--- src/rtl/data_memory_mmio.sv ---
// Data memory with a memory-mapped I/O window: RAM below IO_BASE, then GPIO
// and an 8-bit prescaled timer with compare match, auto-reload and a level IRQ.
// Reads are combinational. Writes commit on the rising clock edge.
module data_memory_mmio #(
    parameter int MEM_ADDR_WIDTH = 8,
    parameter int MEM_DATA_WIDTH = 8,
    parameter logic [MEM_ADDR_WIDTH-1:0] IO_BASE = 8'hF0
) (
    input  logic                      clk,
    input  logic                      arst_n,
    input  logic [MEM_ADDR_WIDTH-1:0] mem_addr,
    input  logic [MEM_DATA_WIDTH-1:0] mem_data_i,
    input  logic                      mem_WE,
    output logic [MEM_DATA_WIDTH-1:0] mem_data_o,
    input  logic [7:0]                gpio_in,
    output logic [7:0]                gpio_out,
    output logic                      irq
);

    // Register offsets relative to IO_BASE
    localparam logic [MEM_ADDR_WIDTH-1:0] OFF_GPIO_OUT = MEM_ADDR_WIDTH'(0);
    localparam logic [MEM_ADDR_WIDTH-1:0] OFF_GPIO_IN  = MEM_ADDR_WIDTH'(1);
    localparam logic [MEM_ADDR_WIDTH-1:0] OFF_TCNT     = MEM_ADDR_WIDTH'(2);
    localparam logic [MEM_ADDR_WIDTH-1:0] OFF_TCMP     = MEM_ADDR_WIDTH'(3);
    localparam logic [MEM_ADDR_WIDTH-1:0] OFF_TCTRL    = MEM_ADDR_WIDTH'(4);
    localparam logic [MEM_ADDR_WIDTH-1:0] OFF_TSTAT    = MEM_ADDR_WIDTH'(5);
    localparam logic [MEM_ADDR_WIDTH-1:0] OFF_TPRE     = MEM_ADDR_WIDTH'(6);

    // RAM is intentionally not reset
    logic [MEM_DATA_WIDTH-1:0] ram_mem [0:IO_BASE-1];

    logic [7:0] gpio_out_reg;
    logic [7:0] sync1_reg;
    logic [7:0] sync2_reg;
    logic [7:0] tcnt_reg;
    logic [7:0] tcmp_reg;
    logic [2:0] tctrl_reg;       // bit0 enable, bit1 auto-reload, bit2 irq enable
    logic       tstat_flag_reg;
    logic [7:0] tpre_reg;
    logic [7:0] presc_reg;

    logic                      in_ram;
    logic [MEM_ADDR_WIDTH-1:0] io_off;
    logic [7:0]                wdata;
    logic [7:0]                io_rdata;
    logic                      io_we;
    logic                      tick;
    logic                      match;

    assign in_ram = (mem_addr < IO_BASE);
    // Offset wraps for RAM addresses, so every I/O decode is qualified by !in_ram
    assign io_off = mem_addr - IO_BASE;
    assign wdata  = mem_data_i[7:0];
    assign io_we  = mem_WE && !in_ram;

    // Tick is judged from the current register values, so control writes act next cycle
    assign tick  = tctrl_reg[0] && (presc_reg == tpre_reg);
    assign match = (tcnt_reg == tcmp_reg);

    assign gpio_out = gpio_out_reg;
    assign irq      = tstat_flag_reg && tctrl_reg[2];

    // Combinational read mux; reserved offsets fall through to zero
    always_comb begin
        io_rdata = 8'h00;
        case (io_off)
            OFF_GPIO_OUT: io_rdata = gpio_out_reg;
            OFF_GPIO_IN:  io_rdata = sync2_reg;
            OFF_TCNT:     io_rdata = tcnt_reg;
            OFF_TCMP:     io_rdata = tcmp_reg;
            OFF_TCTRL:    io_rdata = {5'b00000, tctrl_reg};
            OFF_TSTAT:    io_rdata = {7'b0000000, tstat_flag_reg};
            OFF_TPRE:     io_rdata = tpre_reg;
            default:      io_rdata = 8'h00;
        endcase
        if (in_ram) begin
            mem_data_o = ram_mem[mem_addr];
        end else begin
            mem_data_o = MEM_DATA_WIDTH'(io_rdata);
        end
    end

    // RAM write port
    always_ff @(posedge clk) begin
        if (mem_WE && in_ram) begin
            ram_mem[mem_addr] <= mem_data_i;
        end
    end

    // Two-flop synchronizer for the asynchronous GPIO input
    always_ff @(posedge clk or negedge arst_n) begin
        if (!arst_n) begin
            sync1_reg <= 8'h00;
            sync2_reg <= 8'h00;
        end else begin
            sync1_reg <= gpio_in;
            sync2_reg <= sync1_reg;
        end
    end

    // Plain CPU-writable configuration registers
    always_ff @(posedge clk or negedge arst_n) begin
        if (!arst_n) begin
            gpio_out_reg <= 8'h00;
            tcmp_reg     <= 8'h00;
            tctrl_reg    <= 3'b000;
            tpre_reg     <= 8'h00;
        end else if (io_we) begin
            if (io_off == OFF_GPIO_OUT) gpio_out_reg <= wdata;
            if (io_off == OFF_TCMP)     tcmp_reg     <= wdata;
            if (io_off == OFF_TCTRL)    tctrl_reg    <= wdata[2:0];
            if (io_off == OFF_TPRE)     tpre_reg     <= wdata;
        end
    end

    // Prescaler, counter and match flag; CPU load of TCNT beats a same-cycle tick
    always_ff @(posedge clk or negedge arst_n) begin
        if (!arst_n) begin
            presc_reg      <= 8'h00;
            tcnt_reg       <= 8'h00;
            tstat_flag_reg <= 1'b0;
        end else begin
            if (io_we && io_off == OFF_TCNT) begin
                tcnt_reg  <= wdata;
                presc_reg <= 8'h00;
            end else if (!tctrl_reg[0]) begin
                presc_reg <= 8'h00;
            end else if (tick) begin
                presc_reg <= 8'h00;
                if (match) begin
                    if (tctrl_reg[1]) tcnt_reg <= 8'h00;
                end else begin
                    tcnt_reg <= tcnt_reg + 8'h01;
                end
            end else begin
                presc_reg <= presc_reg + 8'h01;
            end

            // A same-cycle match set wins over write-1-to-clear
            if (tick && match) begin
                tstat_flag_reg <= 1'b1;
            end else if (io_we && io_off == OFF_TSTAT && wdata[0]) begin
                tstat_flag_reg <= 1'b0;
            end
        end
    end

endmodule

--- config.mk ---
export PLATFORM = sky130hd
export DESIGN_NAME = data_memory_mmio
export DESIGN_NICKNAME = d
export VERILOG_FILES = /design/src/rtl/data_memory_mmio.sv
export SDC_FILE = /design/constraint.sdc
export NUM_CORES = 2
export LEC_CHECK = 0
export CAP_MARGIN = 40
export CORE_AREA = 3 3 419 421
export DETAILED_ROUTE_END_ITERATION = 8
export DIE_AREA = 0 0 422 424
export DONT_BUFFER_PORTS = 1
export PLACE_DENSITY = 0.57
export SLEW_MARGIN = 25
export SYNTH_ARGS = -nofsm -noshare
export SYNTH_HDL_FRONTEND = slang
export SYNTH_SLANG_ARGS = --single-unit
--- constraint.sdc ---
create_clock -name clk -period 4 [get_ports clk]
set_input_delay 0.6 -clock clk [delete_from_list [all_inputs] [get_ports clk]]
set_output_delay 0.6 -clock clk [all_outputs]
set_load 0.02 [all_outputs]
==> flow_metrics.tcl <==
set metrics [dict create \
    worst_ep_required_time_ns 3.40 \
    cts_buffers 199 \
    dieArea_um2 178900 \
    drtIter0Drc 4827 \
    critical_path.endpoint_type "primary output" \
    power_mw 42.90 \
    clock_power_share_pct 41.8 \
    critPathBufInv 0 \
    track_usage_pct 22.66 \
    wirelength_um 209900 \
    crit_family "compound AO/OA/AOI/OAI gates" \
    finalMaxSlewViolations 0 \
    clock.fmax_mhz 224.6 \
    gr-total-overflow 0 \
    setup_tns_ns -2.833 \
    grt_pass1_vias 38840 \
    cts.sinks 1980 \
    relSlewSlack_pct 2.784 \
    dr.pass1.iters 5 \
    power.leakage_nw 28.87 \
    power.internal_mw 33.78 \
    crit_path_top_delay_cell "mux4_2" \
    final_nets 4120 \
    synth_area_um2 77380 \
    io_buffers 0 \
    ys_async_sr_fraction_pct 3.030 \
    worstHoldPathType "in -> reg" \
    ys_seq_area_share_pct 76.45 \
    hpwl_um 109800 \
    rsz0062_at_grt "true" \
    largest_reg_flops 1920 \
    switching_share_pct 21.25 \
    area_growth_pct 15.66 \
    period_needed_ns 4.453 \
    synth_area_per_cell_um2 20.97 \
    num_io_pins 44 \
    htree_levels 4 \
    die_w_um 422 \
    p_comb_share_pct 4.9 \
    cp_max_fo 381 \
    viasPerCell 5.982 \
    p_switching_mw 9.114 \
    syn_inst 3690 \
    power.share.sequential_pct 53.3 \
    clk_latency_ns 0.83 \
    final_antenna_net_count 0 \
    final_util_pct 52.12 \
    fin_cells 6567 \
    critPathArrivalTime_ns 3.85 \
    grt_pass1_wl_um 291400 \
    max-cap-violations 0 \
    synth_cell_types 64 \
    setup_ws_ns -0.4533 \
    synth_edf_count 1920 \
    grt_max_degree 543 \
    peakVddDrop_mv 0.4436 \
    chipHeight_um 424 \
    synth-seq-cells 1980 \
    crit_type "in -> out" \
    status "finished with violations" \
    wl_per_cell_um 31.96 \
    gp_congestion 0.8382 \
    synth_fp_nets 3719 \
    vias 39280 \
    coreArea_um2 171700 \
    finClkSkew_ns 0.005663 \
    drc 0 \
    cts_buffer_depth 3 \
    rows 152 \
    cts_tree "yes" \
    synth_top_flop_cell "edfxtp_1" \
    clockRootBuffer "clkbuf_16" \
    setup_viol 8 \
    path_cells "mux4_2 > a222oi_1 > o21ai_1 > a21o_2" \
    hold_viol_final 0 \
    crit_path_max_incr_delay_ns 1.03 \
    drive_gt1_share_pct 29.84 \
    antenna_found_initial 7 \
    violations "negative setup slack" \
    path_clk_slew_ns 0.05 \
    largest-register "ram_mem" \
    startpoint_type "input port" \
    period_share_pct 111.3 \
    start_util_pct 45.06 \
    dp.cells 6152 \
    ys.warnings.count 0 \
    power_density_nw_per_um2 479.3 \
    max_slew.worst_pin.slew_ns 1.458 \
]
==> power by group through the flow <==
stage               Sequential [mW]  Clock, mW  Combinational [mW]
global placement               23.3          0                1.50
finish                         22.9       17.9                2.10
floorplan                      23.3          0                1.20
CTS                            22.9       18.3                1.87
global route                   22.9       19.1                2.18
detailed placement             23.3          0                1.50
==> final timing paths <==
kind / endpoint / slack, ns / cells after the start / from
setup / recovery: mem_data_o[1] / -0.45 / 4 / mem_addr[0]
hold / removal: tctrl_reg[0]$_DFFE_PN0P_ / 0.08 / 2 / mem_WE
setup reg to reg: tcnt_reg[6]$_DFFE_PN0P_ / 1.58 / 6 / tcnt_reg[4]$_DFFE_PN0P_
hold reg to reg: sync2_reg[4]$_DFF_PN0_ / 0.35 / 0 / sync1_reg[4]$_DFF_PN0_
max in group asynchronous: tpre_reg[2]$_DFFE_PN0P_ / 3.45 / 2 / arst_n
min in group asynchronous: gpio_out[5]$_DFFE_PN0P_ / 0.32 / 2 / arst_n
==> cells by family after synthesis <==
logic type | share of synthesized area (%)
flops | 76.45
buf+inv | 1.509
xor+xnor | 0.2490
simple gates | 2.854
fa+ha+maj | 0.03233
compound gates | 2.962
mux | 15.95
==> cell usage in the layout (no fill, tap or decap), types with 39 or more instances in the layout <==
master and instances:
mux4_2 466, buf_4 367, clkbuf_16 209, clkbuf_1 43, nor2_1 268, clkinv_2 42
mux2i_1 127, clkinv_1 51, edfxtp_1 1920, nand2_1 79, mux2_2 50, dfrtp_1 60
a22oi_1 83, nand3_1 39
==> synth_stat cells, types with 14 or more instances <==
| cell type | instances | share of area (%) |
|---|---|---|
| a22o_1 | 14 | 0.16 |
| buf_6 | 14 | 0.20 |
| a221oi_1 | 18 | 0.20 |
| mux2_2 | 50 | 0.73 |
| clkbuf_1 | 78 | 0.38 |
| a22oi_1 | 90 | 0.87 |
| nand2_1 | 87 | 0.42 |
| mux2i_1 | 128 | 1.7 |
| nor2_1 | 273 | 1.3 |
| o21ai_0 | 32 | 0.21 |
| buf_2 | 90 | 0.58 |
| nor2b_1 | 20 | 0.16 |
| a21oi_1 | 31 | 0.20 |
| dfrtp_1 | 60 | 1.9 |
| mux4_2 | 466 | 14 |
| nand3_1 | 41 | 0.27 |
| buf_4 | 27 | 0.26 |
| edfxtp_1 | 1920 | 75 |
| o22ai_1 | 26 | 0.21 |
==> layer usage <==
metal	global-route usage, %	share of wire, %
met4	6.141	2.5
met3	3.786	7.5
met5	0	0
met1	32.68	42
met2	36.13	48
==> layout make-up <==
cell class	instances	area, um^2
Antenna cell	1	2.502
Clock buffer	243	5166
Clock inverter	123	1039
Fill cell	13560	82240
Inverter	5	21.27
Multi-Input combinational cell	1484	17420
Sequential cell	1980	59160
Tap cell	2310	2890
Timing Repair Buffer	421	3809
==> metrics by stage <==
stage	hold WS (ns)	worst slack (ns)	area, um^2
5_1_grt	0.01356	-0.1031	89500
3_3_place_gp	0.3056	-0.3946	82050
3_5_place_dp	0.3059	-0.2408	82060
4_1_cts	0.002998	-0.04446	88920
2_1_floorplan	0.3044	0.6187	77380
6_report	0.08273	-0.4533	89500
==> timing repair <==
item                                     CTS  global route
cloned                                     0            10
pin swaps                                  6            13
hold buffers                              29             0
endpoints found under the setup margin     8             8
hold endpoints to repair                1197             0
gates resized for setup                   27            38
setup buffers                              0             5
No activity file was read; power rests on OpenSTA's default activity.
